## src/rtl/apb_ram_arbiter.sv

```systemverilog
// Two-requester APB master sharing one RAM slave with round-robin arbitration.
// Optional ACCESS-phase timeout abort is enabled by defining APB_ARB_TIMEOUT_EN.
module apb_ram_arbiter #(
  parameter int TIMEOUT = 15
) (
  input  logic        pclk,
  input  logic        preset,
  input  logic        req0,
  input  logic        req1,
  input  logic        we0,
  input  logic        we1,
  input  logic [15:0] addr0,
  input  logic [15:0] addr1,
  input  logic [15:0] wdata0,
  input  logic [15:0] wdata1,
  output logic        done0,
  output logic        done1,
  output logic        err,
  output logic [15:0] rdata,
  output logic        psel,
  output logic        penable,
  output logic        pwrite,
  output logic [15:0] paddr,
  output logic [15:0] pwdata,
  input  logic        pready,
  input  logic [15:0] prdata
);

  typedef enum logic [1:0] {
    IDLE   = 2'd0,
    SETUP  = 2'd1,
    ACCESS = 2'd2
  } state_e;

  state_e      state_q, state_d;
  logic        owner_q, owner_d;
  logic        last_owner_q, last_owner_d;
  logic        we_q, we_d;
  logic [15:0] addr_q, addr_d;
  logic [15:0] wdata_q, wdata_d;
  logic [15:0] rdata_q, rdata_d;
  logic        grant_s;
  logic        abort_s;
  logic        done_s;

`ifdef APB_ARB_TIMEOUT_EN
  localparam int CW = ($clog2(TIMEOUT + 1) > 4) ? $clog2(TIMEOUT + 1) : 4;

  logic [CW-1:0] tcnt_q, tcnt_d;

  // Wait-state counter: cleared in SETUP so it starts at zero on ACCESS entry.
  always_comb begin
    tcnt_d = tcnt_q;
    if (state_q == SETUP) begin
      tcnt_d = '0;
    end else if ((state_q == ACCESS) && !pready) begin
      tcnt_d = tcnt_q + 1'b1;
    end else begin
      tcnt_d = tcnt_q;
    end
  end

  // A ready slave on the limit cycle still completes normally.
  assign abort_s = (state_q == ACCESS) && !pready && (tcnt_q == CW'(TIMEOUT));

  // Timeout counter register.
  always_ff @(posedge pclk or negedge preset) begin
    if (!preset) begin
      tcnt_q <= '0;
    end else begin
      tcnt_q <= tcnt_d;
    end
  end
`else
  logic timeout_unused_s;
  assign timeout_unused_s = (TIMEOUT > 0);
  assign abort_s          = 1'b0;
`endif

  // Tie goes to whoever did not win last time.
  assign grant_s = (req0 && req1) ? ~last_owner_q : req1;
  assign done_s  = (state_q == ACCESS) && (pready || abort_s);

  // Next-state and transfer-field capture.
  always_comb begin
    state_d      = state_q;
    owner_d      = owner_q;
    last_owner_d = last_owner_q;
    we_d         = we_q;
    addr_d       = addr_q;
    wdata_d      = wdata_q;
    rdata_d      = rdata_q;
    case (state_q)
      IDLE: begin
        if (req0 || req1) begin
          state_d      = SETUP;
          owner_d      = grant_s;
          last_owner_d = grant_s;
          we_d         = grant_s ? we1 : we0;
          addr_d       = grant_s ? addr1 : addr0;
          wdata_d      = grant_s ? wdata1 : wdata0;
        end else begin
          state_d = IDLE;
        end
      end
      SETUP: begin
        state_d = ACCESS;
      end
      ACCESS: begin
        if (pready) begin
          state_d = IDLE;
          if (!we_q) begin
            rdata_d = prdata;
          end else begin
            rdata_d = rdata_q;
          end
        end else if (abort_s) begin
          state_d = IDLE;
        end else begin
          state_d = ACCESS;
        end
      end
      default: begin
        state_d = IDLE;
      end
    endcase
  end

  // State and transfer registers.
  always_ff @(posedge pclk or negedge preset) begin
    if (!preset) begin
      state_q      <= IDLE;
      owner_q      <= 1'b0;
      last_owner_q <= 1'b1;
      we_q         <= 1'b0;
      addr_q       <= 16'h0000;
      wdata_q      <= 16'h0000;
      rdata_q      <= 16'h0000;
    end else begin
      state_q      <= state_d;
      owner_q      <= owner_d;
      last_owner_q <= last_owner_d;
      we_q         <= we_d;
      addr_q       <= addr_d;
      wdata_q      <= wdata_d;
      rdata_q      <= rdata_d;
    end
  end

  assign psel    = (state_q != IDLE);
  assign penable = (state_q == ACCESS);
  assign pwrite  = we_q;
  assign paddr   = addr_q;
  assign pwdata  = wdata_q;
  assign rdata   = rdata_q;
  assign done0   = done_s && !owner_q;
  assign done1   = done_s && owner_q;
  assign err     = abort_s;

endmodule

```

## config.mk

```make
export PLATFORM = sky130hd
export DESIGN_NAME = apb_ram_arbiter
export DESIGN_NICKNAME = d
export VERILOG_FILES = /design/src/rtl/apb_ram_arbiter.sv
export SDC_FILE = /design/constraint.sdc
export NUM_CORES = 1
export LEC_CHECK = 0
export CAP_MARGIN = 20
export CORE_ASPECT_RATIO = 2
export CORE_MARGIN = 2
export CORE_UTILIZATION = 36
export CTS_CLUSTER_DIAMETER = 200
export DETAILED_ROUTE_END_ITERATION = 10
export PLACE_DENSITY = 0.81
export SLEW_MARGIN = 0
export SYNTH_ARGS = -nofsm -noshare
export SYNTH_HDL_FRONTEND = slang
export SYNTH_SLANG_ARGS = --single-unit
```

## constraint.sdc

```tcl
create_clock -name pclk -period 1.8 [get_ports pclk]
set_clock_uncertainty 0.2 [all_clocks]
set_input_delay 0.27 -clock pclk [delete_from_list [all_inputs] [get_ports pclk]]
set_output_delay 0.27 -clock pclk [all_outputs]
set_load 0.02 [all_outputs]
```

==> flow_metrics.env <==
export IMPL_status="complete, no violations"
export IMPL_finalMaxSlewViolations=0
export IMPL_drv_cap=0
export IMPL_globalplace_congestion=0.762
export IMPL_dp_cells=397
export IMPL_drt_vias_per_instance=4.67
export IMPL_syn_inst=161
export IMPL_rsz0062_at_grt="yes"
export IMPL_period_share_pct=99.5
export IMPL_cts_tree="yes"
export IMPL_grt_pass1_wl_mm=10.6
export IMPL_grt_util_met1_pct=16.6
export IMPL_cts_inserted_buffers=5
export IMPL_remaining_drc_errors=0
export IMPL_globalRouteOverflowTotal=0
export IMPL_diodes=0
export IMPL_p_total_mw=7.31
export IMPL_grt_use_met3_pct=2.86
export IMPL_critPathMaxFanout=16
export IMPL_startpoint_type="register"
export IMPL_syn_area_per_cell_um2=16.6
export IMPL_grt_max_degree=28
export IMPL_vdd_drop_max_mv=0.879
export IMPL_die_x_um=65.0
export IMPL_cts_root_buf="clkbuf_16"
export IMPL_path_class="register to register"
export IMPL_end_kind="register"
export IMPL_nets=401
export IMPL_fp_coreArea_um2=7210
export IMPL_cts_sinks=53
export IMPL_cts_max_path_buffers=2
export IMPL_clk_pin_slew_ns=0.07
export IMPL_syn_area_um2=2680
export IMPL_ys_types=21
export IMPL_firstDrtPassIters=3
export IMPL_synth_nets=248
export IMPL_fin_tns_setup_ns=0
export IMPL_busiest_layer="met2"
export IMPL_drt_iter0_markers=53
export IMPL_leakagePower_nw=2.03
export IMPL_io_pins=141
export IMPL_rows=44
export IMPL_worstHoldPathType="input port to asynchronous set/reset pin"
export IMPL_postCtsSetupBuffers=0
export IMPL_grt_pass1_vias=2162
export IMPL_syn_to_final_growth_pct=67.6
export IMPL_cp_arrival_ns=1.77
export IMPL_die_area_um2=8180
export IMPL_worstPathRequired_ns=1.78
export IMPL_track_usage_pct=17.3
export IMPL_synth_seq_cells=53
export IMPL_drive_gt1_share_pct=36.5
export IMPL_port_buffers=139
export IMPL_detailed_place_hpwl_mm=5.25
export IMPL_routed_wl_mm=6.88
export IMPL_h_tree_depth=2
export IMPL_clk_latency_ns=0.29
export IMPL_die_h_um=126
export IMPL_post_drt_wl_per_cell_um=16.9
export IMPL_hold_violations=0
export IMPL_yosys_warnings=0
export IMPL_start_util_pct=37.1
export IMPL_post_route_util_pct=62.2
export IMPL_place_area_um2=4250
export IMPL_rr_worst_depth=4
export IMPL_setup_viol=0
export IMPL_routed_via_count=1902
export IMPL_layout_min_cycle_time_ns=1.79
export IMPL_fmax_mhz=558
export IMPL_fin_area_um2=4480
export IMPL_drtAntennaViolNets=0
export IMPL_powerDensity_nw_per_um2=1630
export IMPL_synth_seq_area_share_pct=49.6
export IMPL_gr_usage_met2_pct=34.5
export IMPL_fin_cells=407
export IMPL_antenna_found_initial=0
path summary, 6_finish.rpt:
kind	from	endpoint	slack, ns
max in group asynchronous	preset	pwdata[4]$_DFFE_PN0P_	0.61
min reg2reg	rdata[8]$_DFFE_PN0P_	rdata[8]$_DFFE_PN0P_	0.31
min in group pclk	rdata[8]$_DFFE_PN0P_	rdata[8]$_DFFE_PN0P_	0.31
max reg2reg	last_owner_q$_DFFE_PN1P_	paddr[9]$_DFFE_PN0P_	0.008
min	preset	paddr[4]$_DFFE_PN0P_	0.28
max	last_owner_q$_DFFE_PN1P_	paddr[9]$_DFFE_PN0P_	0.008
flip-flops by register name, indices dropped and copies added (netlist names):
register      cells
last_owner_q      1
owner_q           1
paddr            16
pwdata           16
pwrite            1
rdata            16
state_q           2
cells in the mapped netlist:
master | count | area (um^2)
a21oi_1 | 1 | 5.00
nand2b_1 | 1 | 6.26
nand3b_1 | 1 | 7.51
mux2_4 | 58 | 871
o21a_1 | 1 | 7.51
a31oi_1 | 1 | 6.26
inv_1 | 2 | 7.51
buf_2 | 1 | 5.00
nor2_2 | 1 | 6.26
nor2b_1 | 1 | 6.26
dfrtp_1 | 52 | 1300
buf_4 | 5 | 37.5
conb_1 | 1 | 3.75
mux2i_1 | 1 | 10.0
dfstp_2 | 1 | 26.3
mux2_2 | 24 | 270
nor2_1 | 3 | 11.3
buf_12 | 3 | 60.1
o22ai_1 | 1 | 6.26
buf_6 | 1 | 11.3
a21bo_1 | 1 | 10.0
cells in the final DEF (no fill, tap or decap), drive strengths merged:
cell type,count
clkdlybuf4s50,131
o22ai,1
nor2b,1
nor2,4
clkinvlp,1
a21bo,1
nand2b,1
clkinv,2
dlygate4sd3,1
inv,2
nand3b,1
conb,1
dfrtp,52
clkbuf,7
buf,18
a31oi,1
mux2,82
o21a,1
mux2i,1
dlygate4sd2,2
dfstp,1
a21oi,1
dlymetal6s2s,2
area by class of cell:
type,instances,area [um^2]
fillers,568,2730
clock buffers,5,125
flip-flops and latches,53,1330
clock inverters,3,17.5
multi-input cells,96,1290
repair buffers,156,1600
well taps,92,115
inverters,2,7.51
metrics by stage:
step	hold slack (ns)	worst slack [ns]
4_1_cts	0.296	-0.0104
3_5_place_dp	0.0620	-0.320
6_report	0.282	0.00820
5_1_grt	0.318	-0.0510
2_1_floorplan	-0.226	0.0283
3_3_place_gp	0.0545	-0.289
critical path: stages (launching register included):
cell and delay, ns:
dfstp_2 0.54, a21bo_4 0.17, buf_12 0.19, mux2_4 0.31
mux2_4 0.26
per-layer routing:
layer | routed length, um | share of wire (%) | up-vias
li1 | - | - | 868
met1 | 2330 | 34 | 959
met2 | 4140 | 60 | 64
met3 | 246 | 3.6 | 11
met4 | 158 | 2.3 | 0
met5 | 0 | 0 | -
what timing repair did:
| action | in CTS | in global routing |
|---|---|---|
| hold buffers | 1 | 0 |
| endpoints found under the hold margin | 16 | 0 |
| setup endpoints to repair | 37 | 42 |
| pin swaps | 1 | 0 |
| resized for setup | 12 | 20 |
| gates cloned | 0 | 1 |
cells by family (layout without fill, tap and decap cells):
| family | count (synthesis) | after routing | synth area share (%) |
|---|---|---|---|
| AO/OA/AOI/OAI | 5 | 5 | 1.31 |
| flip-flops | 53 | 53 | 49.6 |
| buffers and inverters | 12 | 166 | 4.53 |
| multiplexers | 83 | 83 | 43.0 |
| other | 1 | 1 | 0.140 |
| AND/OR/NAND/NOR | 7 | 7 | 1.40 |
power by group:
part,switching [mW],leakage (nW),internal [mW]
registers,0.358,0.625,1.82
clock network,0.428,0.0696,0.511
logic,1.72,1.34,2.48
Power figures use the tool's default switching activity.
==> RTL change, RTL diff (same settings) <==
Add a define of `APB_ARB_TIMEOUT_EN`.
--- a/src/rtl/apb_ram_arbiter.sv
+++ b/src/rtl/apb_ram_arbiter.sv
@@ -1,4 +1,6 @@
 // Two-requester APB master sharing one RAM slave with round-robin arbitration.
 // Optional ACCESS-phase timeout abort is enabled by defining APB_ARB_TIMEOUT_EN.
+`define APB_ARB_TIMEOUT_EN
+
 module apb_ram_arbiter #(
   parameter int TIMEOUT = 15
Function: no difference found for any inputs over 10 cycles, from zero or initial values and one cycle with preset low; that may be too few to reach the edited logic, so the function may still have changed.
==> RTL change against the original RTL <==
The flow now finishes with violations (setup timing). Die area grew 10%. Total power is 17% higher. First-iteration DRC count is 64% higher. Final area grew 15%. Sequential cell count grew 4. Routed wire length is 10% higher. Setup slack worse by 0.15 ns. Non-clock buffer count is 21 higher. Area after synthesis is 11% higher. Critical path type is now register to primary output.
==> RTL change: results (changes against the original RTL) <==
post-synth net total 278 (+12%); status finished with violations; Pre-antenna DRT Iters 4 (+1); input/output buffers 140 (+0.72%); vias in the first global route 2472 (+14%); HPWL after DPL 5520 um (+5.1%); initial antenna violation count 0 (unchanged); # diodes 0 (unchanged); Worst Reg-to-Reg Cells 5 (+1); Nets 453 (+13%); classification of the worst-slack hold path primary input to asynchronous set/reset pin; Die X 68.1 um (+4.8%); R2R setup slack -0.03 ns (-0.04 ns); vias per cell 4.79 (+2.5%); largest net degree at the start of global routing 58 (+110%); post-synthesis async set-or-reset flop share 100% (unchanged); share of post-route cells with drive strength above 1 38.1% (+1.6 points); largest vdd supply drop 0.000851 V (-3.2%); WL final 7560 um (+10%); count of different cell masters after synthesis 33 (+57%); syn_area_per_cell 15.6 um^2 (-6.3%); Reg clk slew, reported paths 0.05 ns (-0.02 ns); Crit path arrival time 1.47 ns (-0.30 ns); first-pass GRT wire length 11800 um (+11%); Placed Area 0.00459 mm^2 (+7.9%); setup total negative slack -0.750 ns (-0.750 ns); # setup viols final 24 (+24); CP max FO 2 (-14); cts bufs inserted 9 (+4); PnR worst setup slack -0.138 ns (-0.146 ns); R2R Path End pwdata[13]; failing checks setup timing; Synth area leaders dfrtp_1, mux2_4, mux2_2; Leakage 2.44 nW (+20%); Primary FF master, synth dfrtp_1; worst slack at placement -0.411 ns (-0.0916 ns); htree depth 3 (+1); routed len/inst 16.2 um (-3.9%); # fillers 589 (+3.7%); crit path capture err; RD Place Congestion 0.752 (-1.4%); clock latency on the worst-skew pair 0.32 ns (+0.03 ns); DRT iter0 DRCs 87 (+64%); area grow syn2layout 74.1%; placed cells 436 (+9.8%); sequential area share after synthesis 48.3% (-1.3 points); total track usage 17.8% (+0.50 points); Synth top cells by count mux2_4, dfrtp_1, mux2_2; CP startpoint tcnt_q[0]; worst-margin pin slew approximately 0.3 ns
[RTL change: power breakdown]
part           internal [mW]  switching, mW
clock                   1.24          0.567
sequential              1.93          0.340
combinational           2.62           1.87
total                   5.80           2.78
[RTL change: worst max-delay path, stage by stage (launching register included)]
cell     delay [ns]
dfrtp_1        0.38
ha_2           0.20
and3_4         0.20
buf_6          0.11
and3_4         0.14
buf_6          0.12
[RTL change: logic make-up after synthesis]
logic type | synth area share (%)
buf+inv | 5.16
mux | 39.6
compound gates | 2.92
fa+ha+maj | 0.423
simple gates | 3.60
flops | 48.3
[RTL change: final cells by class]
| class | instances | area share [%] |
|---|---|---|
| repair buffers | 177 | 35.3 |
| flip-flops and latches | 57 | 27.7 |
| clock buffers | 11 | 4.71 |
| clock inverters | 5 | 1.53 |
| multi-input cells | 117 | 28.2 |
| well taps | 96 | 2.33 |
| inverters | 3 | 0.219 |
[RTL change: worst min path at each step]
stage | from | to | slack [ns] | depth (start not counted)
after global routing | rdata[10] | rdata[10] | 0.30 | 1
after CTS | preset | rdata[0] | 0.29 | 3
after floorplan | preset | owner_q | -0.23 | 0
final | preset | rdata[0] | 0.27 | 3
after global placement | preset | pwdata[6] | 0.09 | 2
after detailed placement | preset | rdata[2] | 0.1 | 2
[RTL change: per-layer routing]
metal	share of wire, %	track usage [%]	up-vias
met3	5.1	4.27	18
met2	57	31.9	91
met1	34	18.0	1094
met5	0	0	-
li1	-	-	1030
met4	3.3	9.00	0
[RTL change: what timing repair did]
| item | 4_1_cts | 5_1_grt |
|---|---|---|
| gates cloned | 2 | 0 |
| resized for setup | 42 | 20 |
| pin swaps | 4 | 4 |
| endpoints found under the hold margin | 56 | 0 |
| setup buffers | 8 | 4 |
| setup endpoints to repair | 39 | 64 |
| hold buffers | 1 | 0 |
